### src/rtl/gray_pkg.sv
// Shared types and the Gray-to-binary helper for the Gray stream monitor.
package gray_pkg;

  typedef enum logic [1:0] {
    EMPTY   = 2'd0,
    ACQUIRE = 2'd1,
    LOCKED  = 2'd2
  } state_t;

  typedef enum logic [1:0] {
    HOLD    = 2'd0,
    UP      = 2'd1,
    DOWN    = 2'd2,
    ILLEGAL = 2'd3
  } delta_t;

  // Zero-extended Gray input yields the same low binary bits, so one 32-bit
  // implementation serves every WIDTH up to 32.
  function automatic logic [31:0] gray2bin(input logic [31:0] g);
    logic [31:0] b;
    b[31] = g[31];
    for (int unsigned k = 1; k < 32; k++) begin
      b[31-k] = b[32-k] ^ g[31-k];
    end
    return b;
  endfunction

endpackage

### src/rtl/gray_to_bin.sv
// Combinational Gray-to-binary converter.
module gray_to_bin
  import gray_pkg::*;
#(
  parameter int unsigned WIDTH = 3
) (
  input  logic [WIDTH-1:0] gray,
  output logic [WIDTH-1:0] bin
);

  always_comb begin
    bin = WIDTH'(gray2bin(32'(gray)));
  end

endmodule

### src/rtl/gray_stream_monitor.sv
// Samples a Gray-coded count, converts to binary and checks each step is 0 or +/-1.
module gray_stream_monitor
  import gray_pkg::*;
#(
  parameter int unsigned WIDTH     = 3,
  parameter int unsigned LOCK_CNT  = 2,
  parameter int unsigned ERR_CNT_W = 8
) (
  input  logic                 clk,
  input  logic                 rst,
  input  logic                 clear,
  input  logic                 valid_in,
  input  logic [WIDTH-1:0]     gray_in,
  output logic [WIDTH-1:0]     bin_out,
  output logic                 bin_valid,
  output logic                 dir,
  output logic                 step_err,
  output logic                 locked,
  output logic [ERR_CNT_W-1:0] err_count
);

  localparam int unsigned GW = $clog2(LOCK_CNT + 1);

  state_t               r_state;
  logic [WIDTH-1:0]     r_bin;
  logic                 r_bin_valid;
  logic                 r_dir;
  logic                 r_step_err;
  logic                 r_locked;
  logic [ERR_CNT_W-1:0] r_err;
  logic [GW-1:0]        r_good;

  logic [WIDTH-1:0]     w_bin;
  logic [WIDTH-1:0]     w_delta;
  logic [GW-1:0]        w_good_nxt;
  delta_t               w_class;

  gray_to_bin #(.WIDTH(WIDTH)) u_g2b (
    .gray (gray_in),
    .bin  (w_bin)
  );

  // r_bin doubles as the previous sample; wrap of the subtraction gives mod 2^WIDTH.
  always_comb begin
    w_delta    = w_bin - r_bin;
    w_good_nxt = r_good + GW'(1);
    if (w_delta == '0)
      w_class = HOLD;
    else if (w_delta == WIDTH'(1))
      w_class = UP;
    else if (w_delta == '1)
      w_class = DOWN;
    else
      w_class = ILLEGAL;
  end

  always_ff @(posedge clk or negedge rst) begin
    if (!rst) begin
      r_state     <= EMPTY;
      r_bin       <= '0;
      r_bin_valid <= 1'b0;
      r_dir       <= 1'b0;
      r_step_err  <= 1'b0;
      r_locked    <= 1'b0;
      r_err       <= '0;
      r_good      <= '0;
    end else if (clear) begin
      r_state     <= EMPTY;
      r_bin       <= '0;
      r_bin_valid <= 1'b0;
      r_dir       <= 1'b0;
      r_step_err  <= 1'b0;
      r_locked    <= 1'b0;
      r_err       <= '0;
      r_good      <= '0;
    end else begin
      r_bin_valid <= 1'b0;
      r_step_err  <= 1'b0;
      if (valid_in) begin
        r_bin       <= w_bin;
        r_bin_valid <= 1'b1;
        case (r_state)
          EMPTY: r_state <= ACQUIRE;
          ACQUIRE: begin
            if (w_class == UP || w_class == DOWN) begin
              r_dir  <= (w_class == UP);
              r_good <= w_good_nxt;
              if (w_good_nxt == GW'(LOCK_CNT)) begin
                r_state  <= LOCKED;
                r_locked <= 1'b1;
              end
            end else if (w_class == ILLEGAL) begin
              r_step_err <= 1'b1;
              r_good     <= '0;
              if (r_err != '1) r_err <= r_err + 1'b1;
            end
          end
          LOCKED: begin
            if (w_class == UP || w_class == DOWN) begin
              r_dir <= (w_class == UP);
            end else if (w_class == ILLEGAL) begin
              r_step_err <= 1'b1;
              r_good     <= '0;
              r_locked   <= 1'b0;
              r_state    <= ACQUIRE;
              if (r_err != '1) r_err <= r_err + 1'b1;
            end
          end
          default: r_state <= EMPTY;
        endcase
      end
    end
  end

  assign bin_out   = r_bin;
  assign bin_valid = r_bin_valid;
  assign dir       = r_dir;
  assign step_err  = r_step_err;
  assign locked    = r_locked;
  assign err_count = r_err;

endmodule

### config.mk
export PLATFORM = sky130hd
export DESIGN_NAME = gray_stream_monitor
export DESIGN_NICKNAME = d
export VERILOG_FILES = /design/src/rtl/gray_pkg.sv /design/src/rtl/gray_to_bin.sv /design/src/rtl/gray_stream_monitor.sv
export SDC_FILE = /design/constraint.sdc
export NUM_CORES = 1
export LEC_CHECK = 0
export CORE_ASPECT_RATIO = 0.9
export CORE_MARGIN = 4
export CORE_UTILIZATION = 45
export DETAILED_ROUTE_END_ITERATION = 8
export MAX_ROUTING_LAYER = met4
export PLACE_DENSITY = 0.68
export SYNTH_ARGS = -nofsm -noshare
export SYNTH_HDL_FRONTEND = slang
export SYNTH_HIERARCHICAL = 1
export SYNTH_SLANG_ARGS = --single-unit
### constraint.sdc
create_clock -name clk -period 5.2 [get_ports clk]
set_clock_uncertainty 0.1 [all_clocks]
set_input_delay 1.3 -clock clk [delete_from_list [all_inputs] [get_ports clk]]
set_output_delay 1.3 -clock clk [all_outputs]
set_load 0.02 [all_outputs]
==> impl_metrics.env <==
export IMPL_port_buffers=21
export IMPL_num_rows=17
export IMPL_pin_count=22
export IMPL_antenna_cells=0
export IMPL_period_minus_slack_ns=4.41
export IMPL_place_inst=169
export IMPL_die_y_um=57.7
export IMPL_grt_ovfl_total=0
export IMPL_grt_max_degree=22
export IMPL_ys_warn_count=6
export IMPL_crit_required_ns=5.33
export IMPL_wirelength_mm=2.38
export IMPL_ctsRootBufferMaster="clkbuf_4"
export IMPL_nFillCells=243
export IMPL_h_tree_depth=1
export IMPL_finalSetupViolCount=0
export IMPL_area_growth_pct=19.6
export IMPL_cp_max_fo=8
export IMPL_multi_input_area_um2=702
export IMPL_fin_nets=164
export IMPL_cpPeakStageDelay_ns=0.51
export IMPL_ant_nets=0
export IMPL_crit_chain="clkdlybuf4s50_1 -> xor3_1 -> inv_1 -> ha_1 -> fa_1 -> xnor2_1 -> and3_1 -> nor2_1 -> ha_1 -> nand2b_1 -> a211o_1 -> nand2_1 -> mux2i_1"
export IMPL_finalHoldViolations=0
export IMPL_crit_top_cell="ha_1"
export IMPL_synth_avg_cell_area_um2=9.87
export IMPL_vias=954
export IMPL_firstDrtPassIters=4
export IMPL_antenna_found_initial=0
export IMPL_max_freq_ghz=0.227
export IMPL_crit_type="input port to flip-flop"
export IMPL_layout_setup_ws_ns=0.791
export IMPL_drive_gt1_frac=0.0483
export IMPL_wire_per_inst_um=13.8
export IMPL_ys_ff_latch=19
export IMPL_r2r_cells=10
export IMPL_synth_top_cell_area_share=0.385
export IMPL_synth_area_um2=1230
export IMPL_place_congestion=0.814
export IMPL_power_leakage_nw=0.641
export IMPL_drv_slew=0
export IMPL_clock_latency_ns=0.30
export IMPL_hp_class="flip-flop to flip-flop"
export IMPL_cts_tree="done"
export IMPL_dp_hpwl_mm=1.78
export IMPL_floorplan_initialDensity=0.487
export IMPL_pre_cts_ws_ns=0.448
export IMPL_yosys_area_top_type="dfrtp_1"
export IMPL_yosysSeqAreaShare=0.385
export IMPL_postCtsSetupBuffers=0
export IMPL_arrival_ns=4.54
export IMPL_tns_ns=0
export IMPL_grt_setup_unrepaired="no"
export IMPL_cts_sinks=19
export IMPL_syn_num_nets=143
export IMPL_crit_path_top_delay_cell="clkdlybuf4s50_1"
export IMPL_final_cells=173
export IMPL_ctsResizeCount=0
export IMPL_core_area_um2=2530
export IMPL_clock_path_buffers=2
export IMPL_total_power_w=0.000411
export IMPL_cap_violations=0
export IMPL_via_per_inst=5.51
export IMPL_synth_edf_count=0
export IMPL_die_x_um=63.2
export IMPL_dieArea_um2=3640
export IMPL_finalCritPeriodShare=0.848
export IMPL_status="complete, no violations"
export IMPL_post_route_util=0.583
export IMPL_cp_top_family="adder cells"
export IMPL_async_flop_share=1.00
export IMPL_ff_latch_area_um2=475
export IMPL_cts_buffers=3
export IMPL_critPathLaunchType="input port"
export IMPL_synthFlopType="dfrtp_1"
export IMPL_grt_use_total=0.145
export IMPL_syn_inst=125
export IMPL_r2r_start="bin_out[0]$_DFFE_PN0N_"
export IMPL_grt_pass1_wl_mm=4.16
export IMPL_synthTopCellsByArea="dfrtp_1, ha_1, mux2i_1, nor2_1, nand2_1"
export IMPL_whs_path_depth=2
export IMPL_drt_initial_drc_count=27
export IMPL_tightest_slew_ns=0.842
export IMPL_cp_end_kind="flip-flop"
export IMPL_r2r_end="r_state[1]$_DFFE_PN0P_"
export IMPL_drcViolationCount=0
export IMPL_synth_distinct_cells=39
export IMPL_min_to="dir$_DFFE_PN0P_"
export IMPL_cts_hold_buffers=0
export IMPL_rrSetupSlack_ns=2.26
export IMPL_max_vdd_ir_drop_mv=0.194
export IMPL_min_from="dir$_DFFE_PN0P_"
export IMPL_grt_pass1_vias=943
export IMPL_p_per_area_nw_per_um2=279
export IMPL_clk_pin_slew_ns=0.11
export IMPL_path_buf_inv=2
export IMPL_relSlewSlack=0.437
-- metal layers --
metal / routed length [um] / vias up / GRT usage / share of wire
li1: - / 474 / - / -
met1: 1130 / 451 / 0.178 / 0.47
met2: 1130 / 27 / 0.244 / 0.48
met3: 104 / 2 / 0.0426 / 0.044
met4: 14 / 0 / 0.0215 / 0.0059
met5: 0 / - / - / 0
-- synthesized netlist by cell type, types with 2 or more instances --
cell type and instances:
a211oi_1 2, a21oi_1 5, and4_1 2, clkbuf_1 2, dfrtp_1 19, ha_1 10, inv_1 7, mux2i_1 8
nand2_1 9, nand2b_1 5, nand3_1 6, nor2_1 16, nor2b_1 2, nor3_1 2, nor3_2 2, o21bai_1 3
xor2_1 3
-- worst max-delay path by stage --
stage                     from                  endpoint  slack, ns  cells after the start
floorplan           gray_in[1]    r_state[0]$_DFFE_PN0P_       1.18                     12
global placement    gray_in[1]    r_state[1]$_DFFE_PN0P_       0.62                     13
detailed placement  gray_in[2]    r_state[1]$_DFFE_PN0P_       0.45                     13
CTS                 gray_in[2]    r_state[1]$_DFFE_PN0P_       0.77                     13
global route        gray_in[2]  err_count[7]$_DFFE_PN0P_       0.55                     13
finish              gray_in[2]    r_state[1]$_DFFE_PN0P_       0.79                     13
-- stage by stage --
stage / hold slack, ns / area [um2]
floorplan: 0.403 / 1230
global placement: 0.423 / 1450
finish: 0.443 / 1480
CTS: 0.447 / 1480
global route: 0.493 / 1480
detailed placement: 0.422 / 1450
-- placed cells by master, fill, tap and decap left out, drive strengths merged, types with 5 or more instances in the layout --
master / instances
a21oi: 5
clkdlybuf4s50: 21
dfrtp: 19
ha: 10
inv: 7
mux2i: 8
nand2: 9
nand2b: 5
nand3: 6
nor2: 17
-- cells by family after synthesis --
family | Yosys count | share of synthesized area
mux | 8 | 0.0649
buf+inv | 12 | 0.0456
xor+xnor | 5 | 0.0477
flops | 19 | 0.385
compound gates | 18 | 0.105
simple gates | 52 | 0.233
fa+ha+maj | 11 | 0.118
-- worst reg2reg max path, delay by kind of cell, from the launching register on --
kind            cells  cell delay (ns)
simple gates        4             0.58
mux                 1             0.20
flops               1             0.41
compound gates      1             0.31
xor+xnor            1             0.26
fa+ha+maj           3             1.03
-- layout make-up --
| type | instances | area share |
|---|---|---|
| timing repair buffer | 21 | 0.142 |
| tap | 28 | 0.0237 |
| sequential | 19 | 0.322 |
| multi-input combinational | 94 | 0.476 |
| clock buffer | 4 | 0.0178 |
| inverter | 7 | 0.0178 |
-- where the power goes --
group / internal, W / total [W] / switching, W
clock: 0.0000299 / 0.0000761 / 0.0000462
sequential: 0.000159 / 0.000171 / 0.0000112
combinational: 0.0000726 / 0.000164 / 0.0000916
total: 0.000262 / 0.000411 / 0.000149
-- state kept, by name, indices dropped and copies added (netlist names) --
signal and cells:
bin_out 3, bin_valid 1, dir 1, err_count 8
locked 1, r_good 2, r_state 2, step_err 1
Note: power is estimated with default switching activity, not from simulation.
